--- src/rtl/pixel_pkg.sv ---
// Shared types and default dimensions for the pixel stream consumer path.
package pixel_pkg;

   localparam int unsigned DEF_DATA_WIDTH   = 32;
   localparam int unsigned DEF_RBG_SIZE     = 24;
   localparam int unsigned DEF_IMAGE_WIDTH  = 640;
   localparam int unsigned DEF_IMAGE_HEIGHT = 480;

   typedef enum logic {
      WAIT_SOF,
      ACTIVE
   } sink_state_t;

   typedef struct packed {
      logic [DEF_RBG_SIZE-1:0] colour;
      logic                    first;
      logic                    last_x;
      logic                    last_y;
   } pixel_beat_t;

endpackage

--- src/rtl/pixel_position_counter.sv ---
// Tracks the (x, y) position and the linear frame buffer address of the next pixel.
module pixel_position_counter
   import pixel_pkg::*;
#(
   parameter int unsigned DATA_WIDTH   = DEF_DATA_WIDTH,
   parameter int unsigned IMAGE_WIDTH  = DEF_IMAGE_WIDTH,
   parameter int unsigned IMAGE_HEIGHT = DEF_IMAGE_HEIGHT,
   parameter int unsigned ADDR_WIDTH   = $clog2(IMAGE_WIDTH*IMAGE_HEIGHT)
) (
   input  logic                  clk,
   input  logic                  reset,
   input  logic                  advance_i,
   input  logic                  restart_i,
   input  logic                  force_nl_i,
   output logic [DATA_WIDTH-1:0] x_o,
   output logic [DATA_WIDTH-1:0] y_o,
   output logic [ADDR_WIDTH-1:0] addr_o,
   output logic                  eol_o,
   output logic                  eof_o,
   output logic                  at_origin_o
);

   localparam logic [DATA_WIDTH-1:0] LAST_X = DATA_WIDTH'(IMAGE_WIDTH - 1);
   localparam logic [DATA_WIDTH-1:0] LAST_Y = DATA_WIDTH'(IMAGE_HEIGHT - 1);
   localparam logic [DATA_WIDTH-1:0] ONE_D  = DATA_WIDTH'(1);
   localparam logic [ADDR_WIDTH-1:0] ONE_A  = ADDR_WIDTH'(1);
   localparam logic [ADDR_WIDTH-1:0] LINE_A = ADDR_WIDTH'(IMAGE_WIDTH);

   logic [DATA_WIDTH-1:0] x_q, x_d, y_q, y_d, cur_x, cur_y;
   logic [ADDR_WIDTH-1:0] addr_q, addr_d, base_q, base_d, cur_addr, cur_base;

   // A restarting beat takes position (0,0) before the advance is applied to it.
   always_comb begin
      cur_x    = restart_i ? '0 : x_q;
      cur_y    = restart_i ? '0 : y_q;
      cur_addr = restart_i ? '0 : addr_q;
      cur_base = restart_i ? '0 : base_q;
      eol_o    = (cur_x == LAST_X);
      eof_o    = eol_o && (cur_y == LAST_Y);

      x_d    = x_q;
      y_d    = y_q;
      addr_d = addr_q;
      base_d = base_q;
      if (advance_i) begin
         if (eof_o) begin
            x_d    = '0;
            y_d    = '0;
            addr_d = '0;
            base_d = '0;
         end else if (eol_o || force_nl_i) begin
            x_d    = '0;
            y_d    = cur_y + ONE_D;
            base_d = cur_base + LINE_A;
            addr_d = cur_base + LINE_A;
         end else begin
            x_d    = cur_x + ONE_D;
            y_d    = cur_y;
            addr_d = cur_addr + ONE_A;
            base_d = cur_base;
         end
      end
   end

   always_ff @(posedge clk or negedge reset) begin
      if (!reset) begin
         x_q    <= '0;
         y_q    <= '0;
         addr_q <= '0;
         base_q <= '0;
      end else begin
         x_q    <= x_d;
         y_q    <= y_d;
         addr_q <= addr_d;
         base_q <= base_d;
      end
   end

   assign x_o         = cur_x;
   assign y_o         = cur_y;
   assign addr_o      = cur_addr;
   assign at_origin_o = (x_q == '0) && (y_q == '0);

endmodule

--- src/rtl/pixel_stream_sink.sv ---
// Consumer end of the pixel stream: checks framing and writes pixels to a linear frame buffer.
module pixel_stream_sink
   import pixel_pkg::*;
#(
   parameter int unsigned DATA_WIDTH   = DEF_DATA_WIDTH,
   parameter int unsigned RBG_SIZE     = DEF_RBG_SIZE,
   parameter int unsigned IMAGE_WIDTH  = DEF_IMAGE_WIDTH,
   parameter int unsigned IMAGE_HEIGHT = DEF_IMAGE_HEIGHT,
   parameter int unsigned ADDR_WIDTH   = $clog2(IMAGE_WIDTH*IMAGE_HEIGHT)
) (
   input  logic                  clk,
   input  logic                  reset,
   input  logic [RBG_SIZE-1:0]   colour_i,
   input  logic                  first,
   input  logic                  last_x,
   input  logic                  last_y,
   input  logic                  valid,
   output logic                  ready,
   input  logic                  wr_full,
   output logic                  wr_en,
   output logic [ADDR_WIDTH-1:0] wr_addr,
   output logic [RBG_SIZE-1:0]   wr_data,
   output logic [DATA_WIDTH-1:0] xpixel_o,
   output logic [DATA_WIDTH-1:0] ypixel_o,
   output logic                  frame_done,
   output logic                  err_sof,
   output logic                  err_eol,
   output logic [15:0]           frame_count
);

   sink_state_t state_q, state_d;

   logic                  accept, write, restart, force_nl;
   logic                  sof_err_d, eol_err_d, done_d;
   logic [DATA_WIDTH-1:0] pos_x, pos_y;
   logic [ADDR_WIDTH-1:0] pos_addr;
   logic                  pos_eol, pos_eof, pos_origin;

   logic                  wr_en_q, frame_done_q, err_sof_q, err_eol_q;
   logic [ADDR_WIDTH-1:0] wr_addr_q;
   logic [RBG_SIZE-1:0]   wr_data_q;
   logic [DATA_WIDTH-1:0] xpixel_q, ypixel_q;
   logic [15:0]           frame_count_q;

   assign ready  = !wr_full && reset;
   assign accept = valid && ready;

   pixel_position_counter #(
      .DATA_WIDTH   (DATA_WIDTH),
      .IMAGE_WIDTH  (IMAGE_WIDTH),
      .IMAGE_HEIGHT (IMAGE_HEIGHT),
      .ADDR_WIDTH   (ADDR_WIDTH)
   ) u_pos (
      .clk         (clk),
      .reset       (reset),
      .advance_i   (write),
      .restart_i   (restart),
      .force_nl_i  (force_nl),
      .x_o         (pos_x),
      .y_o         (pos_y),
      .addr_o      (pos_addr),
      .eol_o       (pos_eol),
      .eof_o       (pos_eof),
      .at_origin_o (pos_origin)
   );

   // Reaching the final position always ends the frame; only a correctly framed beat counts it.
   always_comb begin
      state_d   = state_q;
      write     = 1'b0;
      restart   = 1'b0;
      force_nl  = 1'b0;
      sof_err_d = 1'b0;
      eol_err_d = 1'b0;
      done_d    = 1'b0;

      if (accept) begin
         if (state_q == ACTIVE) write = 1'b1;
         else                   write = first;
      end

      if (write) begin
         restart   = first;
         force_nl  = last_x && !pos_eol;
         sof_err_d = first && (state_q == ACTIVE) && !pos_origin;
         eol_err_d = (last_x != pos_eol) || (pos_eof && !last_y);
         done_d    = pos_eof && last_x && last_y;
         state_d   = pos_eof ? WAIT_SOF : ACTIVE;
      end
   end

   always_ff @(posedge clk or negedge reset) begin
      if (!reset) begin
         state_q       <= WAIT_SOF;
         wr_en_q       <= 1'b0;
         wr_addr_q     <= '0;
         wr_data_q     <= '0;
         xpixel_q      <= '0;
         ypixel_q      <= '0;
         frame_done_q  <= 1'b0;
         err_sof_q     <= 1'b0;
         err_eol_q     <= 1'b0;
         frame_count_q <= '0;
      end else begin
         state_q      <= state_d;
         wr_en_q      <= write;
         frame_done_q <= done_d;
         err_sof_q    <= sof_err_d;
         err_eol_q    <= eol_err_d;
         if (write) begin
            wr_addr_q <= pos_addr;
            wr_data_q <= colour_i;
            xpixel_q  <= pos_x;
            ypixel_q  <= pos_y;
         end
         if (done_d) frame_count_q <= frame_count_q + 16'd1;
      end
   end

   assign wr_en       = wr_en_q;
   assign wr_addr     = wr_addr_q;
   assign wr_data     = wr_data_q;
   assign xpixel_o    = xpixel_q;
   assign ypixel_o    = ypixel_q;
   assign frame_done  = frame_done_q;
   assign err_sof     = err_sof_q;
   assign err_eol     = err_eol_q;
   assign frame_count = frame_count_q;

endmodule

--- config.mk ---
export PLATFORM = sky130hd
export DESIGN_NAME = pixel_stream_sink
export DESIGN_NICKNAME = d
export VERILOG_FILES = /design/src/rtl/pixel_pkg.sv /design/src/rtl/pixel_position_counter.sv /design/src/rtl/pixel_stream_sink.sv
export SDC_FILE = /design/constraint.sdc
export NUM_CORES = 1
export LEC_CHECK = 0
export CELL_PAD_IN_SITES_DETAIL_PLACEMENT = 1
export CELL_PAD_IN_SITES_GLOBAL_PLACEMENT = 1
export CORE_AREA = 8 8 213 134
export DETAILED_ROUTE_END_ITERATION = 12
export DIE_AREA = 0 0 221 142
export PLACE_DENSITY = 0.83
export SKIP_LAST_GASP = 1
export SYNTH_ARGS = -nofsm -noshare
export SYNTH_HDL_FRONTEND = slang
export SYNTH_SLANG_ARGS = --single-unit
--- constraint.sdc ---
create_clock -name clk -period 8.7 [get_ports clk]
set_input_delay 1.305 -clock clk [delete_from_list [all_inputs] [get_ports clk]]
set_output_delay 1.305 -clock clk [all_outputs]
set_load 0.005 [all_outputs]
==> results of run 1 <==
## cell usage after synthesis (25+ instances only)
library cell | instances | area [µm²]
a21oi_1 | 56 | 280.3
nand2_1 | 309 | 1160
nor4_1 | 28 | 175.2
dfrtp_1 | 230 | 5756
nor2_1 | 44 | 165.2
nand3_1 | 52 | 260.3
nor3_1 | 26 | 130.1
clkbuf_1 | 62 | 232.7
nand4_1 | 29 | 181.4
and3_1 | 25 | 156.4
o21ai_0 | 146 | 730.7
o31ai_1 | 31 | 232.7
## layout by cell type, fill, tap and decap left out, types with 22 or more instances in the layout
cell / instances
a21oi_1: 56
a31oi_1: 23
and3_1: 25
clkbuf_16: 25
clkdlybuf4s50_1: 157
dfrtp_1: 230
inv_1: 22
nand2_1: 309
nand3_1: 52
nand4_1: 29
nor2_1: 44
nor3_1: 26
nor4_1: 28
o21ai_0: 146
o31ai_1: 31
## logic make-up (layout without fill, tap and decap cells)
kind of cell,after synthesis,in the layout
and+or+nand+nor,568,568
AOI/OAI and AO/OA,321,321
DFF,230,230
buffers and inverters,107,238
xor gates and xnor gates,32,32
muxes,10,10
adders and majority gates,6,6
## metal layers
metal | routed length, µm | vias to the layer above | part of all wire (%)
li1 | - | 4740 | -
met1 | 17780 | 5399 | 45
met2 | 17880 | 378 | 46
met3 | 2651 | 70 | 6.8
met4 | 890 | 0 | 2.3
met5 | 0 | - | 0
## path summary, 6_finish.rpt
| path | to | start | cells after the start |
|---|---|---|---|
| max | u_pos.addr_q[9] | first | 15 |
| min | frame_count[15] | frame_count[15] | 1 |
| max reg2reg | u_pos.addr_q[9] | u_pos.x_q[0] | 12 |
| min reg2reg | frame_count[15] | frame_count[15] | 1 |
| max in group asynchronous | u_pos.addr_q[2] | reset | 3 |
| min in group asynchronous | ypixel_o[29] | reset | 1 |
## power by group through the flow
stage	sequential, mW	combinational [mW]	clock (mW)
floorplan	1.24	0.182	0
global placement	1.26	0.394	0
detailed placement	1.26	0.406	0
CTS	1.25	0.411	1.07
global route	1.26	0.448	1.11
finish	1.25	0.407	1.05
## cell type report
cell class / instances / area (µm²) / area share (%)
clock buffers: 39 / 738.2 / 5.354
clock inverters: 4 / 45.04 / 0.3267
inverters: 24 / 90.09 / 0.6534
multi-input cells: 937 / 5042 / 36.57
flip-flops and latches: 230 / 5756 / 41.74
well taps: 336 / 420.4 / 3.049
repair buffers: 171 / 1697 / 12.30
## critical path, cell delays in order
cell,delay (ns)
clkdlybuf4s50_1,0.39
buf_4,0.24
nand4b_1,0.19
and2_1,0.20
ha_1,0.25
nand4_1,0.18
or2_1,0.31
or4_1,0.83
ha_1,0.37
nand2_1,0.40
nand2_1,0.46
buf_4,0.39
nor4_1,0.33
a21oi_1,0.07
o21ai_0,0.17
## registers in the layout, summed over array words and instances, names as in the netlist, 16 cells and up
| signal | count |
|---|---|
| wr_addr | 19 |
| u_pos.base_q | 19 |
| xpixel_o | 32 |
| u_pos.addr_q | 19 |
| ypixel_o | 32 |
| frame_count | 16 |
| u_pos.x_q | 32 |
| u_pos.y_q | 32 |
| wr_data | 24 |
==> flow_summary.ini, run 1 <==
[status]
status = finished clean

[grt]
met1_usage_pct = 35.07
grt_first_pass_wirelength_mm = 62.47
grt.total_usage_pct = 24.46
met2_usage_pct = 38.02
grt_max_degree = 242
gr-usage-met3_pct = 4.631
grt_pass1_vias = 10800
grt.overflow.total = 0
busiest_layer = met2
antenna_found_initial = 0

[logic_synthesis]
muxShareOfSynthArea_pct = 0.9806
synth-xor-area-share_pct = 2.496
synth-edff-count = 0
synthArstFlopShare_pct = 100.0
syn_nets = 1311
netlist_instances = 1274
synth-seq-area-share_pct = 51.26
synth_cell_types = 63
yosys.area_share.simple_pct = 23.39
synth_top_family_by_area = simple AND/OR/NAND/NOR gates
ys_warn_count = 0
synth_area_um2 = 11230
ys_ff_latch = 230
synth_compound_area_share_pct = 17.29
syn_avg_cell_area_um2 = 8.813
ys.flop_type = dfrtp_1
synthAdderAreaFrac_pct = 0.6686

[drt]
routedWlPerCell_um = 22.52
wl_mm = 39.20
post-route-drc-count = 0
vias = 10590
ant_nets = 0
vias_per_cell = 6.081
drt_first_pass_iters = 5
initialDrtViolationCount = 914

[pwr]
pwr-share-clk_pct = 38.8
power_frac_seq_pct = 46.1
pwr-share-comb_pct = 15.1
leakage_nw = 5.827
sw_frac_of_total_pct = 27.64
power_mw = 2.706
power.density_nw_per_um2 = 196.2
p_sw_mw = 0.7477
ir_drop_mv = 0.1390
power.internal_mw = 1.958

[layout]
final_cell_count_no_fill = 1741
drive_above_1_share_pct = 4.911
diodes = 0
synthToLayoutAreaGrowth_pct = 22.80
fillCellCount = 2960
nets = 1425
post-route-util_pct = 53.83
final_area_um2 = 13790

[timing]
worst_pin_slew_ns = 1.149
fin_skew_ns = 0.01873
tns_ns = 0
setup_viol = 0
rsz0062_at_grt = false
setup_slack_ns = 3.010
max_freq_mhz = 175.7
maxSlewViolCount = 0
period_minus_slack_ns = 5.690
fin_crit_sh_pct = 65.40
max_slew_margin_pct = 22.80
final_hold_viol_count = 0
hold_slack_ns = 0.4672

[clock_tree]
clk_path_buf_depth = 3
htreeDepth = 1
hold_buffers = 0
root_buffer = clkbuf_16
cts_tree = yes
path_clk_slew_ns = 0.06
post_cts_resized = 0
clk_latency_ns = 0.54
numCtsBuffers = 24
clkSinkCount = 230
cts_setup_buffers = 0

[worst_setup_path]
required_ns = 9.14
cp.arrival_ns = 6.13
crit_path_start_kind = input port
critPathMaxFanout = 26
rrSetupSlack_ns = 4.17
crit_type = input port to flop
end_kind = flop

[worst_hold_path]
hp-class = flop to flop

[placement]
port_buffers = 158
dpl.hpwl_mm = 26.62
pre_cts_slack_ns = 2.658
dpl.cell_count = 1698
gp_congestion = 0.8792
placed_area_um2 = 13010

[die]
core.rowCount = 46
initial_core_util_pct = 43.84
die_area_um2 = 31380
die_h_um = 142
io_pins = 159
core-area_um2 = 25610
die_x_um = 221

[flow_run]
maxCapViolCount = 0
Note: power is estimated with default switching activity, not from simulation.
==> run 2, diff against run 1 <==
--- a/config.mk
+++ b/config.mk
@@ -7,10 +7,10 @@
 export LEC_CHECK = 0
 export CELL_PAD_IN_SITES_DETAIL_PLACEMENT = 1
 export CELL_PAD_IN_SITES_GLOBAL_PLACEMENT = 1
-export CORE_AREA = 8 8 213 134
+export CORE_AREA = 8 8 231 145
 export DETAILED_ROUTE_END_ITERATION = 12
-export DIE_AREA = 0 0 221 142
-export PLACE_DENSITY = 0.83
+export DIE_AREA = 0 0 239 153
+export PLACE_DENSITY = 0.74
 export SKIP_LAST_GASP = 1
 export SYNTH_ARGS = -nofsm -noshare
 export SYNTH_HDL_FRONTEND = slang
==> constraint.sdc (replaced) <==
create_clock -name clk -period 5.2 [get_ports clk]
set_input_delay 0.78 -clock clk [delete_from_list [all_inputs] [get_ports clk]]
set_output_delay 0.78 -clock clk [all_outputs]
set_load 0.005 [all_outputs]
==> run 2 against run 1 <==
  * Combinational power up 68%
  * Register-to-register slack got worse by 2.7 ns
  * Clock power increased by 69%
  * Global-route usage is 3.3 points lower
  * Critical path type unchanged
  * Critical endpoint is now u_pos.addr_q[8]
  * Largest cell class unchanged
  * Largest power group unchanged
==> flow_summary.ini, run 2 (synthesis gave the netlist of run 1 again) <==
[placement]
gp_congestion = 0.8619
pre_cts_slack_ns = 0.4445
port_buffers = 158
dpl.hpwl_mm = 27.60
placed_area_um2 = 13230

[clock_tree]
cts_tree = yes
clkSinkCount = 230
htreeDepth = 1
path_clk_slew_ns = 0.07
numCtsBuffers = 25
cts_setup_buffers = 0
post_cts_resized = 0
clk_path_buf_depth = 3
hold_buffers = 0
root_buffer = clkbuf_16
clk_latency_ns = 0.54

[grt]
grt.overflow.total = 0
grt_pass1_vias = 10640
grt_max_degree = 94
grt.total_usage_pct = 21.19
grt_first_pass_wirelength_mm = 62.62
antenna_found_initial = 0

[die]
io_pins = 159
core.rowCount = 50
initial_core_util_pct = 37.08
die_area_um2 = 36570
die_h_um = 153
die_x_um = 239
core-area_um2 = 30280

[flow_run]
maxCapViolCount = 0

[layout]
final_cell_mix = 309 x nand2_1, 230 x dfrtp_1, 157 x clkdlybuf4s50_1
nets = 1444
mostFrequentLayoutCell = nand2_1
synthToLayoutAreaGrowth_pct = 25.02
fillCellCount = 3525
drive_above_1_share_pct = 6.732
final_area_um2 = 14040

[timing]
worst_pin_slew_ns = 1.046
rsz0062_at_grt = false
tns_ns = 0
fin_crit_sh_pct = 82.21
setup_slack_ns = 0.9249
setup_viol = 0
final_hold_viol_count = 0
hold_slack_ns = 0.07891
maxSlewViolCount = 0
fin_skew_ns = 0.008793
max_freq_mhz = 233.9
period_minus_slack_ns = 4.275
max_slew_margin_pct = 29.53

[worst_setup_path]
required_ns = 5.66
critPathMaxFanout = 16
crit_type = input port to flop
cp.arrival_ns = 4.73
crit_path_start_kind = input port
end_kind = flop

[worst_hold_path]
hp-class = input port to asynchronous set/reset pin

[pwr]
power.density_nw_per_um2 = 323.1
ir_drop_mv = 0.2745
leakage_nw = 5.934

[drt]
ant_nets = 0
initialDrtViolationCount = 961
routedWlPerCell_um = 21.29
drt_first_pass_iters = 5
post-route-drc-count = 0
wl_mm = 39.24
vias_per_cell = 5.658
vias = 10430

[status]
status = finished clean
run 2: worst paths after layout:
kind	startpoint	endpoint	slack, ns	cells after the start
worst max-delay path	valid	u_pos.addr_q[8]	0.92	15
worst min-delay path	reset	u_pos.x_q[21]	0.08	1
worst max register to register	u_pos.x_q[0]	u_pos.addr_q[8]	1.45	13
worst min register to register	frame_count[15]	frame_count[15]	0.47	1
max in group asynchronous	reset	wr_data[2]	3.09	3
min in group clk	frame_count[15]	frame_count[15]	0.47	1
run 2: area by class of cell:
cell class,instances,area [µm²],area share (%)
flip-flops and latches,230,5756,41.00
multi-input cells,937,5042,35.92
repair buffers,189,1819,12.96
clock buffers,33,705.7,5.027
well taps,416,520.5,3.708
clock inverters,13,101.3,0.7220
inverters,24,90.09,0.6418
diodes,1,2.502,0.01783
run 2: through the flow:
stage	power, mW	util, %	instances
after floorplan	2.382	-	1274
after global placement	2.774	43.69	1796
after detailed placement	2.800	43.69	1796
after CTS	4.593	46.35	1842
after global routing	4.748	46.35	1842
final	4.536	46.36	1843
run 2: per-layer routing:
metal	vias up	share of wire, %	GRT usage [%]
met5	-	0	0
met4	0	2.1	5.593
met3	54	7.3	4.076
met2	340	44	31.69
met1	5233	47	30.97
li1	4800	-	-
run 2: critical path, stage by stage:
cell and delay, ns:
clkdlybuf4s50_1 0.48, nand4b_1 0.22, and2_1 0.23, ha_1 0.25, nand4_1 0.16, or2_1 0.30
or4_1 0.51, buf_4 0.22, ha_1 0.24, inv_1 0.16, o41ai_2 0.23, or2_2 0.45
nand2_1 0.22, a21oi_1 0.10, o22ai_1 0.18
run 2: power breakdown:
group / leakage [nW] / internal, mW / total [mW] / switching [mW]
combinational: 2.45 / 0.322 / 0.682 / 0.360
clock: 0.410 / 1.01 / 1.77 / 0.762
sequential: 3.07 / 1.94 / 2.08 / 0.143
total: 5.93 / 3.27 / 4.54 / 1.27
==> run 3, diff against run 2 <==
--- a/config.mk
+++ b/config.mk
@@ -7,10 +7,10 @@
 export LEC_CHECK = 0
 export CELL_PAD_IN_SITES_DETAIL_PLACEMENT = 1
 export CELL_PAD_IN_SITES_GLOBAL_PLACEMENT = 1
-export CORE_AREA = 8 8 231 145
+export CORE_AREA = 8 8 221 138
 export DETAILED_ROUTE_END_ITERATION = 12
-export DIE_AREA = 0 0 239 153
-export PLACE_DENSITY = 0.74
+export DIE_AREA = 0 0 229 146
+export PLACE_DENSITY = 0.78
 export SKIP_LAST_GASP = 1
 export SYNTH_ARGS = -nofsm -noshare
 export SYNTH_HDL_FRONTEND = slang
==> constraint.sdc (replaced) <==
create_clock -name clk -period 4.1 [get_ports clk]
set_input_delay 0.615 -clock clk [delete_from_list [all_inputs] [get_ports clk]]
set_output_delay 0.615 -clock clk [all_outputs]
set_load 0.005 [all_outputs]
==> run 3 against run 2 <==
  * Critical path depth is 1 lower
  * First-iteration DRC count up 6.3%
  * Register-to-register slack worse by 0.67 ns
  * Global-route usage up 2.4 points
  * Core utilization up 6.4 points
  * Sequential power grew 27%
  * Hold slack better by 0.14 ns
  * Largest cell class unchanged
  * Clock power increased by 34%
  * Setup slack got worse by 0.45 ns
  * Non-clock buffer count increased by 35
  * Cell area increased by 2.0%
==> flow_summary.ini, run 3 (synthesis gave the netlist of run 1 again) <==
[clock_tree]
cts_setup_buffers = 0
root_buffer = clkbuf_16
clk_path_buf_depth = 3
path_clk_slew_ns = 0.06
numCtsBuffers = 24
hold_buffers = 0
clk_latency_ns = 0.53
post_cts_resized = 0
cts_tree = yes
clkSinkCount = 230
htreeDepth = 1

[die]
core-area_um2 = 27170
die_x_um = 229
initial_core_util_pct = 41.33
io_pins = 159
die_area_um2 = 33430
die_h_um = 146
core.rowCount = 47

[timing]
setup_viol = 0
maxSlewViolCount = 0
setup_slack_ns = 0.4719
tns_ns = 0
fin_crit_sh_pct = 88.49
hold_slack_ns = 0.2197
fin_skew_ns = 0.008991
period_minus_slack_ns = 3.628
rsz0062_at_grt = false
max_slew_margin_pct = 42.15
max_freq_mhz = 275.6
final_hold_viol_count = 0
worst_pin_slew_ns = 0.8598

[grt]
met1_usage_pct = 33.60
grt_first_pass_wirelength_mm = 64.80
busiest_layer = met2
grt_pass1_vias = 11120
gr-usage-met3_pct = 4.225
grt.total_usage_pct = 23.62
met2_usage_pct = 37.04
grt.overflow.total = 0
antenna_found_initial = 0
grt_max_degree = 182

[layout]
fillCellCount = 3144
nets = 1478
final_cell_count_no_fill = 1824
final_area_um2 = 14320
mostFrequentLayoutCell = nand2_1
diodes = 0
multi_input_area_um2 = 5045
final_cell_mix = 308 x nand2_1, 230 x dfrtp_1, 157 x clkdlybuf4s50_1
drive_above_1_share_pct = 8.785
regArea_um2 = 5756
synthToLayoutAreaGrowth_pct = 27.55
post-route-util_pct = 52.71

[pwr]
power_frac_seq_pct = 44.6
power.density_nw_per_um2 = 414.1
sw_frac_of_total_pct = 26.97
leakage_nw = 6.129
pwr-share-clk_pct = 40.2
power_mw = 5.931
pwr-share-comb_pct = 15.3
ir_drop_mv = 0.3001
power.internal_mw = 4.331
p_sw_mw = 1.600

[drt]
initialDrtViolationCount = 1022
wl_mm = 40.27
vias_per_cell = 5.914
vias = 10790
post-route-drc-count = 0
drt_first_pass_iters = 5
routedWlPerCell_um = 22.08
ant_nets = 0

[worst_setup_path]
end_kind = flop
required_ns = 4.54
crit_type = input port to flop
critPathMaxFanout = 6
cp.arrival_ns = 4.07
crit_path_start_kind = input port

[placement]
pre_cts_slack_ns = 0.04340
placed_area_um2 = 13470
dpl.hpwl_mm = 28.48
dpl.cell_count = 1782
gp_congestion = 0.8890
port_buffers = 158

[status]
status = finished clean

[worst_hold_path]
hp-class = input port to asynchronous set/reset pin

[flow_run]
maxCapViolCount = 0
[run 3: cell count changes in the layout (fill, tap and decap cells not counted), sizes merged]
cell	previous run	this run
clkbuf	33	32
diode	1	0
clkinvlp	0	1
bufinv	1	4
buf	32	67
inv	25	24
clkinv	11	5
[run 3: worst paths after layout]
| kind | slack (ns) | startpoint | cells past startpoint | to |
|---|---|---|---|---|
| max | 0.47 | wr_full | 14 | u_pos.addr_q[8] |
| min | 0.22 | reset | 2 | xpixel_o[1] |
| max reg2reg | 0.78 | u_pos.x_q[8] | 10 | u_pos.addr_q[8] |
| min reg2reg | 0.47 | xpixel_o[6] | 2 | xpixel_o[6] |
| max in group asynchronous | 2.64 | reset | 3 | frame_count[11] |
| min in group clk | 0.47 | xpixel_o[6] | 2 | xpixel_o[6] |
[run 3: layer usage]
metal | routed length (µm) | share of wire, %
met5 | 0 | 0
met1 | 18180 | 45
met3 | 2792 | 6.9
met2 | 18530 | 46
met4 | 767 | 1.9
[run 3: cell type report]
| cell class | instances | share of cell area (%) |
|---|---|---|
| Multi-Input combinational cell | 937 | 35.23 |
| Tap cell | 367 | 3.206 |
| Clock inverter | 10 | 1.118 |
| Timing Repair Buffer | 224 | 14.80 |
| Inverter | 24 | 0.6290 |
| Clock buffer | 32 | 4.831 |
| Sequential cell | 230 | 40.19 |
[run 3: power by group through the flow]
stage	Clock [mW]	Combinational [mW]	Sequential (mW)
after floorplan	0	0.386	2.63
after global placement	0	0.877	2.67
after detailed placement	0	0.903	2.68
after CTS	2.42	0.915	2.64
after global routing	2.51	0.996	2.67
final	2.38	0.905	2.64
[run 3: worst max-delay path, stage by stage]
cell and delay, ns:
clkdlybuf4s50_1 0.49, nand4b_1 0.19, and2_1 0.19, ha_1 0.18, nand4_1 0.13, or2_1 0.26, or4_1 0.56, ha_1 0.26
inv_1 0.14, o41ai_2 0.15, or2_2 0.38, nand2_1 0.23, a21oi_1 0.11, o22ai_1 0.19
